<file path="src/rtl/player_coll_pkg.sv">
// Shared edge codes, FSM state type and helpers for the player collision producer.
package player_coll_pkg;

    typedef logic [3:0] edge_code_t;

    localparam edge_code_t LEFT   = 4'b1000;
    localparam edge_code_t TOP    = 4'b0100;
    localparam edge_code_t RIGHT  = 4'b0010;
    localparam edge_code_t BOTTOM = 4'b0001;

    localparam edge_code_t VERT_MASK  = TOP | BOTTOM;
    localparam edge_code_t HORIZ_MASK = LEFT | RIGHT;

    typedef enum logic [1:0] {IDLE_ST, ARMED_ST, COUNTING_ST, FULL_ST} coll_state_t;

    function automatic logic is_corner(edge_code_t c);
        return (|(c & VERT_MASK)) && (|(c & HORIZ_MASK));
    endfunction

endpackage

</file>
<file path="src/rtl/player_edge_classify.sv">
// Maps a pixel offset inside the player sprite to the sprite edge(s) it lies on.
module player_edge_classify
    import player_coll_pkg::*;
#(
    parameter int OBJECT_SIZE = 32,
    parameter int EDGE_BAND   = 4
) (
    input  logic [4:0] offsetX,
    input  logic [4:0] offsetY,
    output edge_code_t code
);

    localparam logic [4:0] LO = 5'(EDGE_BAND);
    localparam logic [4:0] HI = 5'(OBJECT_SIZE - EDGE_BAND);

    // {LEFT, TOP, RIGHT, BOTTOM}; interior pixels produce 0
    assign code = {offsetX < LO, offsetY < LO, offsetX >= HI, offsetY >= HI};

endmodule

</file>
<file path="src/rtl/player_collision_detect.sv">
// Player/wall overlap detector: reports up to MAX_HITS distinct edge codes per frame.
// Optional PLAYER_COLL_CORNER_SPLIT_EN: corner hits issued as vertical then horizontal pulse.
module player_collision_detect
    import player_coll_pkg::*;
#(
    parameter int OBJECT_SIZE = 32,
    parameter int EDGE_BAND   = 4,
    parameter int MAX_HITS    = 2
) (
    input  logic       clk,
    input  logic       reset,
    input  logic       startOfFrame,
    input  logic       game_on,
    input  logic       player_dr,
    input  logic       wall_dr,
    input  logic [4:0] offsetX,
    input  logic [4:0] offsetY,
    output logic       column_collision,
    output edge_code_t HitEdgeCode,
    output edge_code_t frame_edges
);

    localparam int CNT_W = 3;

    edge_code_t                  code;
    logic                        hit;
    coll_state_t                 state;
    logic [CNT_W-1:0]            cnt, base_cnt;
    logic [MAX_HITS-1:0][3:0]    tbl;
    edge_code_t                  accum;
    logic                        budget, emit;
    edge_code_t                  emit_code;
`ifdef PLAYER_COLL_CORNER_SPLIT_EN
    logic                        pend_vld, nxt_pend;
    edge_code_t                  pend_code, nxt_pend_code;
`endif

    player_edge_classify #(.OBJECT_SIZE(OBJECT_SIZE), .EDGE_BAND(EDGE_BAND)) u_classify (
        .offsetX(offsetX),
        .offsetY(offsetY),
        .code   (code)
    );

    assign hit = game_on & player_dr & wall_dr & (|code);

    function automatic logic seen(edge_code_t c, logic [CNT_W-1:0] n,
                                  logic [MAX_HITS-1:0][3:0] t);
        logic r;
        r = 1'b0;
        for (int i = 0; i < MAX_HITS; i++)
            if (i < int'(n) && t[i] == c) r = 1'b1;
        return r;
    endfunction

    // A start-of-frame clears the dedup table before the coincident hit is judged
    always_comb begin
        base_cnt  = startOfFrame ? '0 : cnt;
        budget    = base_cnt < CNT_W'(MAX_HITS);
        emit      = 1'b0;
        emit_code = '0;
`ifdef PLAYER_COLL_CORNER_SPLIT_EN
        nxt_pend      = 1'b0;
        nxt_pend_code = '0;
        if (pend_vld && !startOfFrame) begin
            if (budget && !seen(pend_code, base_cnt, tbl)) begin
                emit      = 1'b1;
                emit_code = pend_code;
            end
        end else if (hit && budget) begin
            if (is_corner(code)) begin
                if (!seen(code & VERT_MASK, base_cnt, tbl)) begin
                    emit          = 1'b1;
                    emit_code     = code & VERT_MASK;
                    nxt_pend      = !seen(code & HORIZ_MASK, base_cnt, tbl);
                    nxt_pend_code = code & HORIZ_MASK;
                end else if (!seen(code & HORIZ_MASK, base_cnt, tbl)) begin
                    emit      = 1'b1;
                    emit_code = code & HORIZ_MASK;
                end
            end else if (!seen(code, base_cnt, tbl)) begin
                emit      = 1'b1;
                emit_code = code;
            end
        end
`else
        if (hit && budget && !seen(code, base_cnt, tbl)) begin
            emit      = 1'b1;
            emit_code = code;
        end
`endif
    end

    always_ff @(posedge clk or posedge reset) begin
        if (reset) begin
            state            <= IDLE_ST;
            column_collision <= 1'b0;
            HitEdgeCode      <= '0;
            frame_edges      <= '0;
            accum            <= '0;
            cnt              <= '0;
            tbl              <= '0;
`ifdef PLAYER_COLL_CORNER_SPLIT_EN
            pend_vld         <= 1'b0;
            pend_code        <= '0;
`endif
        end else if (!game_on) begin
            state            <= IDLE_ST;
            column_collision <= 1'b0;
            HitEdgeCode      <= '0;
            frame_edges      <= '0;
            accum            <= '0;
            cnt              <= '0;
            tbl              <= '0;
`ifdef PLAYER_COLL_CORNER_SPLIT_EN
            pend_vld         <= 1'b0;
            pend_code        <= '0;
`endif
        end else begin
            column_collision <= emit;
            HitEdgeCode      <= emit_code;
            accum            <= (startOfFrame ? '0 : accum) | (hit ? code : '0);
            if (startOfFrame) frame_edges <= accum;
            cnt <= base_cnt + CNT_W'(emit);
            for (int i = 0; i < MAX_HITS; i++)
                if (emit && base_cnt == CNT_W'(i)) tbl[i] <= emit_code;
            if (emit)
                state <= (base_cnt + 1'b1 == CNT_W'(MAX_HITS)) ? FULL_ST : COUNTING_ST;
            else if (startOfFrame || state == IDLE_ST)
                state <= ARMED_ST;
`ifdef PLAYER_COLL_CORNER_SPLIT_EN
            pend_vld  <= nxt_pend;
            pend_code <= nxt_pend_code;
`endif
        end
    end

endmodule
</file>
<file path="config.mk">
export PLATFORM = sky130hd
export DESIGN_NAME = player_collision_detect
export DESIGN_NICKNAME = d
export VERILOG_FILES = /design/src/rtl/player_coll_pkg.sv /design/src/rtl/player_edge_classify.sv /design/src/rtl/player_collision_detect.sv
export SDC_FILE = /design/constraint.sdc
export NUM_CORES = 1
export LEC_CHECK = 0
export CORE_ASPECT_RATIO = 0.75
export CORE_MARGIN = 5
export CORE_UTILIZATION = 49
export CTS_CLUSTER_SIZE = 25
export DETAILED_ROUTE_END_ITERATION = 12
export PLACE_DENSITY = 0.81
export SLEW_MARGIN = 20
export SYNTH_ARGS = -nofsm -noshare
export SYNTH_HDL_FRONTEND = slang
export SYNTH_SLANG_ARGS = --single-unit
</file>
<file path="constraint.sdc">
create_clock -name clk -period 2.7 [get_ports clk]
set_input_delay 0.675 -clock clk [delete_from_list [all_inputs] [get_ports clk]]
set_output_delay 0.675 -clock clk [all_outputs]
set_load 0.05 [all_outputs]
</file>
==> metrics.md <==
| Metric | Value |
|---|---|
| Status | `complete, no violations` |
| Register area share after synthesis | `53.4%` |
| Cells after Synth | `91` |
| Row count | `13` |
| Largest cells by area after synthesis | `dfrtp_1 (53%), mux2i_1 (8.5%), and2_1 (4.7%)` |
| CTS tree | `yes` |
| Fin nets | `137` |
| Lkg Pwr | `0.585 nW` |
| Top Ports | `25` |
| Vias in the first global route | `700` |
| Drt drc | `0` |
| Critical setup path kind | `in2reg` |
| Main synth FF type | `dfrtp_1` |
| Max Clock Freq | `407 MHz` |
| Clock Latency Late Sink | `300 ps` |
| Final setup fails | `0` |
| Clock root buffer | `clkbuf_4` |
| Period utilisation layout | `91.1%` |
| Footprint of the multi-input gates | `378 sq um` |
| DIE AREA | `0.00290 sq mm` |
| Global-route wire length before repair | `3000 microns` |
| Post-synth ARST share | `100%` |
| Min-delay worst type | `reg2reg` |
| Design Power | `608 uW` |
| Clock slew at reported path FFs | `110 ps` |
| Clock Skews | `3.60 ps` |
| Slew @ Worst Pin | `719 ps` |
| Max-slew headroom | `52.0%` |
| Post-synth EDFFs | `0` |
| Startpoint Class | `primary input` |
| Most frequent cell after synthesis | `dfrtp_1` |
| Antenna Nets Post-Route | `0` |
| VDD IR max | `421 uV` |
| Vias/cell | `4.98` |
| Gr ovfl total | `0` |
| Fillers | `136` |
| H-tree Lvls | `1` |
| Die extent in y | `47.9 microns` |
| DR pass1 iterations | `4` |
| Total track usage | `14.5%` |
| Clk sinks | `20` |
| Placer Congestion | `0.769` |
| Crit end category | `flop` |
| DR iter-0 viols | `12` |
| Initial Util | `52.9%` |
| Hold buffer count at cts | `0` |
| Share of layout cells above drive strength 1 | `11.9%` |
| Final Hold Fails | `0` |
| Reg area | `500 sq um` |
| Post-synth cell types | `24` |
| Largest buffer count on any clock path | `2` |
| Largest net degree at the start of global routing | `21` |
| Layout Area Growth over Synthesis | `34.0%` |
| Pwr Density | `484 mW/mm^2` |
| PortBufs | `20` |
| Post-synthesis instance area | `937 sq um` |
| Share of the synthesized area in the top cell type | `53.4%` |
| Max Fanout on Critical Path | `5` |
| Ys Warns | `0` |
| Syn_nets | `109` |
| RSZ-0062 raised after global routing | `false` |
| Post-cts repair resize count | `0` |
| CTS Buf Count | `3` |
| Drt total wl | `1800 microns` |
| Final worst slack | `241 ps` |
| Place WS | `-49.0 ps` |
| Max Cap Violations | `0` |
| WP data required | `2900 ps` |
| Core ar. | `0.00177 sq mm` |
| Die width | `60.5 microns` |
| Avg Cell Area, Syn | `10.3 sq um` |
| Initial antenna violation count | `0` |
| Largest area contributor in the netlist | `dfrtp_1` |
| # diodes | `0` |
| WL per Instance | `12.8 microns` |
| DP HPWL | `1370 microns` |
| Post-synth top cells | `dfrtp_1 (20), inv_1 (10), mux2i_1 (8), nor2_1 (8), and2_1 (7)` |
| Period minus WS final | `2460 ps` |
| Max-slew violations | `0` |
| Post-CTS Setup Bufs | `0` |
| #FFs+latches synth | `20` |
| Worst Path Arrival | `2660 ps` |
| Via count | `697` |
## logic make-up (layout without fill, tap and decap cells)
| logic type | Yosys count | count (layout) | share of synthesized area (%) |
|---|---|---|---|
| AOI/OAI and AO/OA | 10 | 10 | 8.14 |
| adders and majority gates | 2 | 2 | 2.67 |
| buffers and inverters | 15 | 42 | 6.27 |
| muxes | 8 | 8 | 8.55 |
| DFF | 20 | 20 | 53.4 |
| and+or+nand+nor | 34 | 34 | 19.1 |
| xor gates and xnor gates | 2 | 2 | 1.87 |
## state kept, by name, summed over array words and instances, names as in the netlist
signal,count
tbl,4
accum,4
HitEdgeCode,4
cnt,3
frame_edges,4
column_collision,1
## stage by stage
| step | utilization [%] | cells | hold slack, ps | cell area, sq um | setup TNS (ps) |
|---|---|---|---|---|---|
| after floorplan | - | 91 | 512 | 937 | 0 |
| after detailed placement | 67.9 | 136 | 534 | 1200 | -55.3 |
| after global routing | 70.9 | 140 | 590 | 1260 | 0 |
| after global placement | 67.9 | 136 | 524 | 1200 | -62.7 |
| after CTS | 70.9 | 140 | 561 | 1260 | 0 |
| final | 70.9 | 140 | 555 | 1260 | 0 |
## power breakdown
part / leakage, nW / total (mW) / switching [mW] / internal (mW)
clock network: 0.0279 / 0.241 / 0.0907 / 0.150
registers: 0.278 / 0.304 / 0.00158 / 0.302
logic: 0.279 / 0.0634 / 0.0317 / 0.0317
total: 0.585 / 0.608 / 0.124 / 0.484
## critical path, cell delays in order
cell	delay [ps]
clkdlybuf4s50_1	410
or3_1	450
nand3b_1	200
o311ai_1	80
a21o_2	180
inv_1	40
ha_1	170
ha_1	180
xnor2_1	120
and2_1	150
## metal layers
| metal | global-route usage [%] | vias up | routed length, microns |
|---|---|---|---|
| met3 | 6.47 | 2 | 114 |
| met5 | 0 | - | 0 |
| met2 | 27.2 | 16 | 932 |
| li1 | - | 354 | - |
| met4 | 1.30 | 0 | 11 |
| met1 | 16.1 | 325 | 739 |
## cell usage in the layout (no fill, tap or decap)
cell type / synthesis / final
bufinv_16: 0 / 1
xnor2_1: 2 / 2
nand3b_1: 1 / 1
mux2i_1: 8 / 8
nand2b_1: 1 / 1
dfrtp_1: 20 / 20
o22ai_1: 4 / 4
nand3_1: 3 / 3
clkbuf_4: 0 / 3
a221oi_1: 1 / 1
buf_4: 0 / 8
inv_1: 10 / 10
o311ai_1: 1 / 1
or3_1: 2 / 2
ha_1: 2 / 2
nand2_1: 5 / 5
nand4_1: 1 / 1
nor2b_1: 5 / 5
o21ai_0: 2 / 2
and2_1: 7 / 7
nor3b_1: 1 / 1
o2111ai_2: 1 / 1
nor2_1: 8 / 8
clkdlybuf4s50_1: 0 / 20
a21o_2: 1 / 1
## layout make-up
class	count	area share, %
clock buffers	3	1.79
inverters	10	2.99
multi-input cells	56	30.1
flip-flops and latches	20	39.8
clock inverters	1	2.39
repair buffers	28	20.7
well taps	22	2.19
## path summary, 6_finish.rpt
kind / start / endpoint / slack (ps) / cells past startpoint
worst max register to register: tbl[3] / cnt[2] / 860 / 8
worst min-delay path: accum[0] / frame_edges[0] / 560 / 2
worst min register to register: accum[0] / frame_edges[0] / 560 / 2
max in group asynchronous: reset / cnt[0] / 1470 / 2
min in group asynchronous: reset / column_collision / 780 / 2
worst max-delay path: offsetY[4] / cnt[2] / 240 / 10
Power figures use the tool's default switching activity.
